File: config.mk
export PLATFORM = sky130hd
export DESIGN_NAME = decoder
export DESIGN_NICKNAME = d
export VERILOG_FILES = /design/src/rtl/my_pkg.sv /design/src/rtl/decode_logic.sv /design/src/rtl/decoder.sv
export SDC_FILE = /design/constraint.sdc
export NUM_CORES = 1
export LEC_CHECK = 0
export ABC_AREA = 1
export CAP_MARGIN = 20
export CORE_AREA = 10 10 122 124
export DETAILED_ROUTE_END_ITERATION = 8
export DIE_AREA = 0 0 132 134
export HOLD_SLACK_MARGIN = 0.06
export MAX_ROUTING_LAYER = met4
export PLACE_DENSITY = 0.9
export SLEW_MARGIN = 20
export SYNTH_ARGS = -nofsm -noshare
export SYNTH_HDL_FRONTEND = slang
export SYNTH_SLANG_ARGS = --single-unit
export TNS_END_PERCENT = 50
File: constraint.sdc
create_clock -name clk -period 11.9 [get_ports clk]
set_input_delay 1.785 -clock clk [delete_from_list [all_inputs] [get_ports clk]]
set_output_delay 1.785 -clock clk [all_outputs]
set_load 0.02 [all_outputs]
File: src/rtl/my_pkg.sv
// Shared decoder types: instruction format, operation index and execute-unit
// select, the packed decode result, RV32I opcode constants and the NOP word.
package my_pkg;

    typedef enum logic [2:0] {
        R_type = 3'd0,
        I_type = 3'd1,
        S_type = 3'd2,
        B_type = 3'd3,
        U_type = 3'd4,
        J_type = 3'd5,
        N_type = 3'd6
    } fmts;

    typedef enum logic [2:0] {
        OP0 = 3'd0,
        OP1 = 3'd1,
        OP2 = 3'd2,
        OP3 = 3'd3,
        OP4 = 3'd4,
        OP5 = 3'd5,
        OP6 = 3'd6,
        OP7 = 3'd7
    } instruction_type;

    typedef enum logic [2:0] {
        bypass  = 3'd0,
        adder   = 3'd1,
        branch  = 3'd2,
        memory  = 3'd3,
        logical = 3'd4,
        shifter = 3'd5
    } xu;

    typedef struct packed {
        fmts             f;
        xu               x;
        instruction_type i;
    } dec_t;

    // addi x0, x0, 0 -- the canonical RV32I no-operation
    localparam logic [31:0] NOP_INSTR = 32'h0000_0013;

    localparam logic [6:0] OPC_LUI    = 7'b0110111;
    localparam logic [6:0] OPC_AUIPC  = 7'b0010111;
    localparam logic [6:0] OPC_JAL    = 7'b1101111;
    localparam logic [6:0] OPC_JALR   = 7'b1100111;
    localparam logic [6:0] OPC_BRANCH = 7'b1100011;
    localparam logic [6:0] OPC_LOAD   = 7'b0000011;
    localparam logic [6:0] OPC_STORE  = 7'b0100011;
    localparam logic [6:0] OPC_OP     = 7'b0110011;
    localparam logic [6:0] OPC_OPIMM  = 7'b0010011;

    localparam logic [6:0] F7_BASE = 7'b0000000;
    localparam logic [6:0] F7_ALT  = 7'b0100000;

    // Bundle a format / unit / operation triple into one decode result
    function automatic dec_t mk_dec(input fmts f, input xu x, input instruction_type i);
        dec_t d;
        d.f = f;
        d.x = x;
        d.i = i;
        return d;
    endfunction

endpackage

File: src/rtl/decode_logic.sv
// Purely combinational RV32I decode: opcode/funct3/funct7 to format,
// execute unit and operation index. Anything not recognised is the NOP triple.
module decode_logic
    import my_pkg::*;
(
    input  logic [31:0]     i_instruction,
    output fmts             o_fmt,
    output instruction_type o_i,
    output xu               o_xu
);

    logic [6:0] w_opcode;
    logic [2:0] w_funct3;
    logic [6:0] w_funct7;
    logic       w_unused;
    dec_t       w_dec;

    assign w_opcode = i_instruction[6:0];
    assign w_funct3 = i_instruction[14:12];
    assign w_funct7 = i_instruction[31:25];
    // register and immediate fields play no part in classification
    assign w_unused = ^{i_instruction[24:15], i_instruction[11:7]};

    // Classify the word; every leaf that is not a listed instruction keeps the NOP default
    always_comb begin
        w_dec = mk_dec(N_type, bypass, OP0);
        case (w_opcode)
            OPC_LUI:   w_dec = mk_dec(U_type, bypass, OP0);
            OPC_AUIPC: w_dec = mk_dec(U_type, adder, OP0);
            OPC_JAL:   w_dec = mk_dec(J_type, branch, OP0);
            OPC_JALR: begin
                if (w_funct3 == 3'b000) w_dec = mk_dec(I_type, branch, OP1);
            end
            OPC_BRANCH: begin
                case (w_funct3)
                    3'b000:  w_dec = mk_dec(B_type, branch, OP2);
                    3'b001:  w_dec = mk_dec(B_type, branch, OP3);
                    3'b100:  w_dec = mk_dec(B_type, branch, OP4);
                    3'b101:  w_dec = mk_dec(B_type, branch, OP5);
                    3'b110:  w_dec = mk_dec(B_type, branch, OP6);
                    3'b111:  w_dec = mk_dec(B_type, branch, OP7);
                    default: ;
                endcase
            end
            OPC_LOAD: begin
                case (w_funct3)
                    3'b000:  w_dec = mk_dec(I_type, memory, OP0);
                    3'b100:  w_dec = mk_dec(I_type, memory, OP1);
                    3'b001:  w_dec = mk_dec(I_type, memory, OP2);
                    3'b101:  w_dec = mk_dec(I_type, memory, OP3);
                    3'b010:  w_dec = mk_dec(I_type, memory, OP4);
                    default: ;
                endcase
            end
            OPC_STORE: begin
                case (w_funct3)
                    3'b000:  w_dec = mk_dec(S_type, memory, OP5);
                    3'b001:  w_dec = mk_dec(S_type, memory, OP6);
                    3'b010:  w_dec = mk_dec(S_type, memory, OP7);
                    default: ;
                endcase
            end
            OPC_OP: begin
                if (w_funct7 == F7_BASE) begin
                    case (w_funct3)
                        3'b000:  w_dec = mk_dec(R_type, adder, OP0);
                        3'b010:  w_dec = mk_dec(R_type, adder, OP2);
                        3'b011:  w_dec = mk_dec(R_type, adder, OP3);
                        3'b111:  w_dec = mk_dec(R_type, logical, OP0);
                        3'b110:  w_dec = mk_dec(R_type, logical, OP1);
                        3'b100:  w_dec = mk_dec(R_type, logical, OP2);
                        3'b001:  w_dec = mk_dec(R_type, shifter, OP0);
                        3'b101:  w_dec = mk_dec(R_type, shifter, OP1);
                        default: ;
                    endcase
                end else if (w_funct7 == F7_ALT) begin
                    case (w_funct3)
                        3'b000:  w_dec = mk_dec(R_type, adder, OP1);
                        3'b101:  w_dec = mk_dec(R_type, shifter, OP2);
                        default: ;
                    endcase
                end
            end
            OPC_OPIMM: begin
                case (w_funct3)
                    3'b000:  w_dec = mk_dec(I_type, adder, OP0);
                    3'b010:  w_dec = mk_dec(I_type, adder, OP2);
                    3'b011:  w_dec = mk_dec(I_type, adder, OP3);
                    3'b111:  w_dec = mk_dec(I_type, logical, OP0);
                    3'b110:  w_dec = mk_dec(I_type, logical, OP1);
                    3'b100:  w_dec = mk_dec(I_type, logical, OP2);
                    3'b001: begin
                        if (w_funct7 == F7_BASE) w_dec = mk_dec(I_type, shifter, OP0);
                    end
                    3'b101: begin
                        if (w_funct7 == F7_BASE)     w_dec = mk_dec(I_type, shifter, OP1);
                        else if (w_funct7 == F7_ALT) w_dec = mk_dec(I_type, shifter, OP2);
                    end
                    default: ;
                endcase
            end
            default: ;
        endcase
    end

    assign o_fmt = w_dec.f;
    assign o_i   = w_dec.i;
    assign o_xu  = w_dec.x;

endmodule

File: src/rtl/decoder.sv
// Decode stage: registers the decoded fetch word, with a one-entry skid buffer
// that absorbs a word arriving while operand fetch stalls, and a squash path.
module decoder
    import my_pkg::*;
(
    input  logic            clk,
    input  logic            reset,
    input  logic            valid_in,
    input  logic [31:0]     instruction_in,
    input  logic [31:0]     NPC_in,
    input  logic [3:0]      tag_in,
    input  logic            bubble,
    input  logic            jump,
    output logic            stall_out,
    output logic [31:0]     instruction_out,
    output logic [31:0]     NPC_out,
    output logic [3:0]      tag_out,
    output fmts             fmt,
    output instruction_type i_out,
    output xu               xu_sel
);

    logic            r_skid_valid;
    logic [31:0]     r_skid_instr;
    logic [31:0]     r_skid_npc;
    logic [3:0]      r_skid_tag;

    logic [31:0]     w_src_instr;
    logic [31:0]     w_src_npc;
    logic [3:0]      w_src_tag;
    logic            w_capture;
    fmts             w_fmt;
    instruction_type w_i;
    xu               w_xu;

    // A held word always takes precedence over the fetch port
    assign w_src_instr = r_skid_valid ? r_skid_instr : instruction_in;
    assign w_src_npc   = r_skid_valid ? r_skid_npc   : NPC_in;
    assign w_src_tag   = r_skid_valid ? r_skid_tag   : tag_in;

    // Only an empty skid may capture; a second word during a stall is dropped
    assign w_capture = ~jump & ~bubble & valid_in & ~r_skid_valid;

    assign stall_out = ~bubble | r_skid_valid;

    decode_logic u_decode_logic (
        .i_instruction (w_src_instr),
        .o_fmt         (w_fmt),
        .o_i           (w_i),
        .o_xu          (w_xu)
    );

    // Skid payload: meaningful only while r_skid_valid is set, so no reset needed
    always_ff @(posedge clk) begin
        if (w_capture) begin
            r_skid_instr <= instruction_in;
            r_skid_npc   <= NPC_in;
            r_skid_tag   <= tag_in;
        end
    end

    // Output register and skid occupancy: squash > stall-hold > skid drain > accept > idle NOP
    always_ff @(posedge clk or negedge reset) begin
        if (!reset) begin
            instruction_out <= NOP_INSTR;
            NPC_out         <= '0;
            tag_out         <= '0;
            fmt             <= N_type;
            i_out           <= OP0;
            xu_sel          <= bypass;
            r_skid_valid    <= 1'b0;
        end else if (jump) begin
            instruction_out <= NOP_INSTR;
            NPC_out         <= '0;
            tag_out         <= '0;
            fmt             <= N_type;
            i_out           <= OP0;
            xu_sel          <= bypass;
            r_skid_valid    <= 1'b0;
        end else if (!bubble) begin
            if (w_capture) r_skid_valid <= 1'b1;
        end else if (r_skid_valid || valid_in) begin
            instruction_out <= w_src_instr;
            NPC_out         <= w_src_npc;
            tag_out         <= w_src_tag;
            fmt             <= w_fmt;
            i_out           <= w_i;
            xu_sel          <= w_xu;
            r_skid_valid    <= 1'b0;
        end else begin
            instruction_out <= NOP_INSTR;
            NPC_out         <= '0;
            tag_out         <= '0;
            fmt             <= N_type;
            i_out           <= OP0;
            xu_sel          <= bypass;
        end
    end

endmodule

[Yosys cells after proc, flatten, opt, wreduce, memory -nomap -nowiden]
Memory sizes are Yosys's and may differ from the RTL's.
Cells that the tools add are included.
Word-level totals
  bits in registers: 146
  bits in read-only memories: 32
  bits of input ports: 73
  output and inout bits: 78
  word-level logic and storage cells: 79
  memories: 1
Memory list
  (name not given): words 8, width 4, rd ports 1, clocked after Yosys merged registers in 0, wr ports 0, line decode_logic.sv:65  | case (w_funct3)
Cells by class
  eq/ne operators: 18
  muxes and demuxes: 37
  bitwise logic cells: 7
  reduce and logical (&&, ||, !) cells: 6
Operator list (number)
  $mux 32: 8
  $pmux 9 s9: 1
  $pmux 9 s8: 1
  $mux 9: 6
  $pmux 9 s6: 1
  $pmux 9 s5: 1
  $eq 7x6->1 const B: 4
  $mux 3: 9
  $pmux 9 s3: 1
  $eq 7x7->1 const B: 3
  $pmux 9 s2: 1
  $mux 4: 4
  $eq 7x5->1 const B: 2
  $eq 3x3->1 const B: 4
  $eq 7x2->1 const B: 1
  $logic_not 7->1: 1
  $eq 3x2->1 const B: 2
  $mux 1: 4
  $and 1x1->1: 3
  $eq 3x1->1 const B: 1
  $logic_not 3->1: 1
  $ne 3x1->1 const B: 1
  $not 1->1: 3
  $reduce_bool 3->1: 1
  4 further kinds: 4

[Longest topological paths before layout]
  depth in word-level cells: 9
  gate-level depth with buffers: 16
  mapped depth without buffers: 14

[Modules after synthesis]
Synthesis repeated with hierarchy kept, for this count alone.
Unflattened totals
  cell total of the unflattened synthesis: 809
  area total of the unflattened synthesis: 6718.9 sq um
Modules (own cells, without submodules)
  decoder: times used 1, cells each 634, area an instance 5928.2 sq um
  decode_logic: times used 1, cells each 175, area an instance 790.8 sq um

[Worst setup path after synthesis]
Ideal clock, no wire load.
  path kind: input -> register
  start point: in jump
  end point: reg r_skid_instr[0], enable pin
  arrival time: 5.180 ns
  data required time: 11.405 ns
  slack: 6.225 ns
  stages on the path: 3
  cell sequence: nor2_1 inv_1 nor2_1
Between the ends
  longest elaborated chain between the ends: 4
RTL lines
  start, declared: line decoder.sv:13  | input logic jump,
  $not 1->1: line decoder.sv:42  | assign w_capture = ~jump & ~bubble & valid_in & ~r_skid_valid;
  $and 1x1->1 (3 in a row): line decoder.sv:42
  named net w_capture: line decoder.sv:31  | logic w_capture;
  end signal, assigned: line decoder.sv:56  | r_skid_instr <= instruction_in;
  end, declared: line decoder.sv:24  | logic [31:0] r_skid_instr;
The timed path passes the listed nets, and every way through them passes these cells.
A chain may end at the register's enable or synchronous reset.

[Final worst setup path]
  start point: in bubble
  end point: out stall_out
Between the ends
  longest elaborated chain between the ends: 2
RTL lines
  start, declared: line decoder.sv:12  | input logic bubble,
  $not 1->1: line decoder.sv:44  | assign stall_out = ~bubble | r_skid_valid;
  $or 1x1->1: line decoder.sv:44
  end, declared: line decoder.sv:14  | output logic stall_out,
Every way passes these cells.

==> summary.md <==
| Metric | Value |
|---|---|
| Cell type contributing the most total cell area after synthesis | edfxtp_1 |
| Root Buffer Master | clkbuf_16 |
| Number of nets produced by synthesis | about 730 |
| Register area share after synthesis | 0.596 |
| Port Buffers | 150 |
| Routed Wire Length | around 18000 um |
| Global-route usage over all layers | 0.205 |
| CTS resizes | 0 |
| Critical Path Sink | stall_out |
| Master of the slowest instance on the critical path | clkdlybuf4s50_1 |
| WL/cell | between 15 and 20 um |
| Met1 wire length | 7540 um |
| Post-synthesis cell type count | 33 |
| Setup total negative slack | 0 ns |
| Hold Violations, Final | 0 |
| RD Place Congestion | 0.903 |
| Final core utilization | 0.713 |
| Post-Syn Area per Cell | between 10 and 15 um2 |
| R2R setup slack | between 8 and 9 ns |
| Setup violation total in the final timing report | 0 |
| Die boundary width | roughly 130 um |
| Worst Max-Slew Pin Slew | roughly 0.8 ns |
| Number of buffers inserted during clock tree synthesis | 17 |
| CP delay by family, top | buffers and inverters |
| YS warnings | 0 |
| Number of vias in the routed layout | 5108 |
| Remaining antenna violation count after routing | 0 |
| Wire length of the first global-routing pass | roughly 28000 um |
| Startpoint of the worst register-to-register path | r_skid_valid$_DFFE_PN0P_ |
| Slew margin rel. | 0.465 |
| R2R Path End | xu_sel[0]$_DFFE_PN0N_ |
| Signal arrival time at the worst endpoint | between 2 and 3 ns |
| Required arrival time at the worst endpoint | between 10 and 15 ns |
| Cell-by-cell trace of the critical path | clkdlybuf4s50_1 -> nand2_1 -> clkdlybuf4s50_1 |
| Overflow left after global routing | 0 |
| Number of buffer and inverter instances along the worst setup path | 2 |
| Primary flip-flop cell chosen by synthesis mapping | dfrtp_1 |
| Area of the die | around 18000 um2 |
| Outcome | finished clean |
| Worst-case vdd ir drop | approximately 0.087 mV |
| Amount of wire on met2 after detailed routing | ~8500 um |
| Drc violations | 0 |
| Overall power consumption | between 0.001 and 0.0015 W |
| Placement Rows | 41 |
| Vias per cell | 5.18 |
| Top post-synthesis cells by area | edfxtp_1 (30%), dfrtp_1 (27%), nand2_1 (10%) |
| Post-layout nets | between 800 and 900 |
| Ratio of final minimum period to clock period | 0.401 |
| Chip height | between 100 and 150 um |
| Clock sink count | about 150 |
| Post-route clock skew | around 0.0060 ns |
| Slowest Stage Delay on Critical Path | ~0.62 ns |
| Layout Cell Area excl Fill | just under 9000 um2 |
| Setup repair after global routing missed its margin | false |
| Total of hold buffers inserted after clock tree synthesis | 0 |
| Area Overhead vs Synth | 32.4% |
| Effective utilization at floorplan | 0.538 |
| Worst Reg2Reg Path Length in Cells | 13 |
| Floorplan Core Area | ~12000 um2 |
| IO Pins | 151 |
| Clock slew at reported path FFs | about 0.06 ns |
| Max frequency | approximately 210 MHz |
| Crit Path Class | input port to output pin |
| H-tree Lvls | 4 |
| Largest fanout on the critical path | 3 |
| Post-CTS Setup Repair Bufs | 0 |
| Most used cell, CP | clkdlybuf4s50_1 |
| Clock network latency to the later pin of the worst-skew pair | approximately 0.4 ns |
| Number of search-and-repair iterations in the first detailed-routing pass | 5 |
| Max-capacitance violation count | 0 |
| DP Area | approximately 8300 um2 |
| Cell depth of the worst setup path | 3 |
| Metal3 WL | approximately 970 um |
| Flop and latch count out of synthesis | 146 |
| Estimated wirelength of the detail-placed design | about 12000 um |
| Cell area after synthesis | roughly 6700 um2 |
| Clock period minus final worst setup slack | roughly 4.8 ns |
| Startpoint of the worst setup timing path | bubble |
| Async set-reset flop share out of synthesis | 0.534 |
| Fin. max-slew vios | 0 |
| CP startpoint kind | input port |
| Number of synthesized flops with an enable pin | just under 70 |
| Pin count of the biggest net entering global routing | just under 80 |
| Clock tree from TritonCTS | yes |
| Number of antenna violations at the first check in global routing | 1 |
| Minimum setup slack in the final design | approximately 7.1 ns |
| Endpoint kind of the worst setup timing path | output pin |
| Number of buffers between clock root and the deepest sink | 2 |
| Leak Pwr | approximately 3.7 nW |
| Share of cells above drive strength 1 | 0.111 |
| Uppermost metal layer occupied by signal nets | met4 |
| Number of global-route vias before repair | 5263 |
| Total power divided by cell area | ~140 nW/um2 |
| Area share of the leading cell type in the synthesized netlist | 0.304 |
| Worst-case setup slack after placement | 7.02 ns |
| Type of the tightest min-delay check | flip-flop to flip-flop |
| Syn Inst Count | 653 |
| Starting DRC count in detailed routing | ~370 |
-- worst min-delay path by stage --
stage	from	end	cells after the start
floorplan	r_skid_npc[0]$_DFFE_PP_	NPC_out[0]$_DFFE_PN0N_	2
global placement	instruction_out[17]$_DFFE_PN0N_	instruction_out[17]$_DFFE_PN0N_	2
detailed placement	xu_sel[0]$_DFFE_PN0N_	xu_sel[0]$_DFFE_PN0N_	2
CTS	i_out[0]$_DFFE_PN0N_	i_out[0]$_DFFE_PN0N_	2
global route	i_out[0]$_DFFE_PN0N_	i_out[0]$_DFFE_PN0N_	2
finish	NPC_out[4]$_DFFE_PN0N_	NPC_out[4]$_DFFE_PN0N_	2
-- layout make-up --
cell class                      instances  area, um2
Sequential cell                       146       4000
Fill cell                             901       3580
Multi-Input combinational cell        431       2360
Timing Repair Buffer                  155       1560
Clock buffer                           20        447
Tap cell                              172        215
Inverter                               49        194
Clock inverter                         12        109
Antenna cell                            1       2.50
-- metal layers --
layer / up-vias / track usage
li1: 2485 / -
met1: 2438 / 0.246
met2: 153 / 0.323
met3: 32 / 0.0500
met4: 0 / 0.0921
met5: - / -
-- flip-flops by register name, indices dropped and copies added, names as in the netlist --
name / flops
NPC_out: 32
i_out: 3
tag_out: 4
instruction_out: 32
xu_sel: 3
r_skid_tag: 4
r_skid_valid: 1
r_skid_npc: 32
fmt: 3
r_skid_instr: 32
-- where the power goes --
part           switching [W]  internal [W]  total, W
Combinational      0.0000826     0.0000641  0.000147
Clock               0.000206      0.000293  0.000499
Sequential         0.0000113      0.000549  0.000560
Total               0.000300      0.000906   0.00121
-- cells in the mapped netlist (all sizes together), types with 2 or more instances --
cell type,n
inv,49
nand2,205
o21ai,75
edfxtp,68
clkbuf,13
o22a,2
a21oi,7
nand3,29
dfstp,5
mux2i,51
buf,14
ha,6
dfrtp,73
nand4,3
nor2,48
-- worst min-delay path: cells and delay by family (launching register included) --
family             cells  cell delay [ns]
AOI/OAI and AO/OA      1             0.05
DFF                    1             0.34
and+or+nand+nor        1             0.05
-- placed cells by master (no fill, tap or decap), types with 2 or more instances in the layout --
| cell | instances |
|---|---|
| clkinvlp_4 | 5 |
| inv_2 | 5 |
| o21ai_0 | 68 |
| dfrtp_1 | 72 |
| nor2_1 | 33 |
| inv_1 | 42 |
| ha_1 | 6 |
| nand3_1 | 28 |
| buf_4 | 5 |
| nor2_4 | 9 |
| a21oi_1 | 7 |
| dfstp_2 | 5 |
| clkdlybuf4s50_1 | 149 |
| nand2_2 | 16 |
| inv_6 | 2 |
| edfxtp_1 | 68 |
| clkbuf_16 | 17 |
| clkbuf_1 | 2 |
| clkinv_2 | 3 |
| o21ai_1 | 7 |
| o22a_1 | 2 |
| nor2_2 | 6 |
| nand2_1 | 181 |
| nand4_1 | 2 |
| mux2i_1 | 51 |
| nand2_4 | 8 |
-- cell families (layout without fill, tap and decap cells) --
logic type                 after synthesis  in the layout  share of synthesized area
buffers and inverters                   76            236                     0.0556
and+or+nand+nor                        287            287                      0.194
other                                    0              1                          0
adders and majority gates                6              6                     0.0112
muxes                                   51             51                     0.0761
AOI/OAI and AO/OA                       87             87                     0.0669
DFF                                    146            146                      0.596
-- stage by stage --
step / instances / hold slack [ns]
6_report: 986 / 0.478
5_1_grt: 986 / 0.497
4_1_cts: 984 / 0.485
3_5_place_dp: 952 / 0.468
3_3_place_gp: 952 / 0.465
2_1_floorplan: 653 / 0.508
Note: power is estimated with default switching activity, not from simulation.
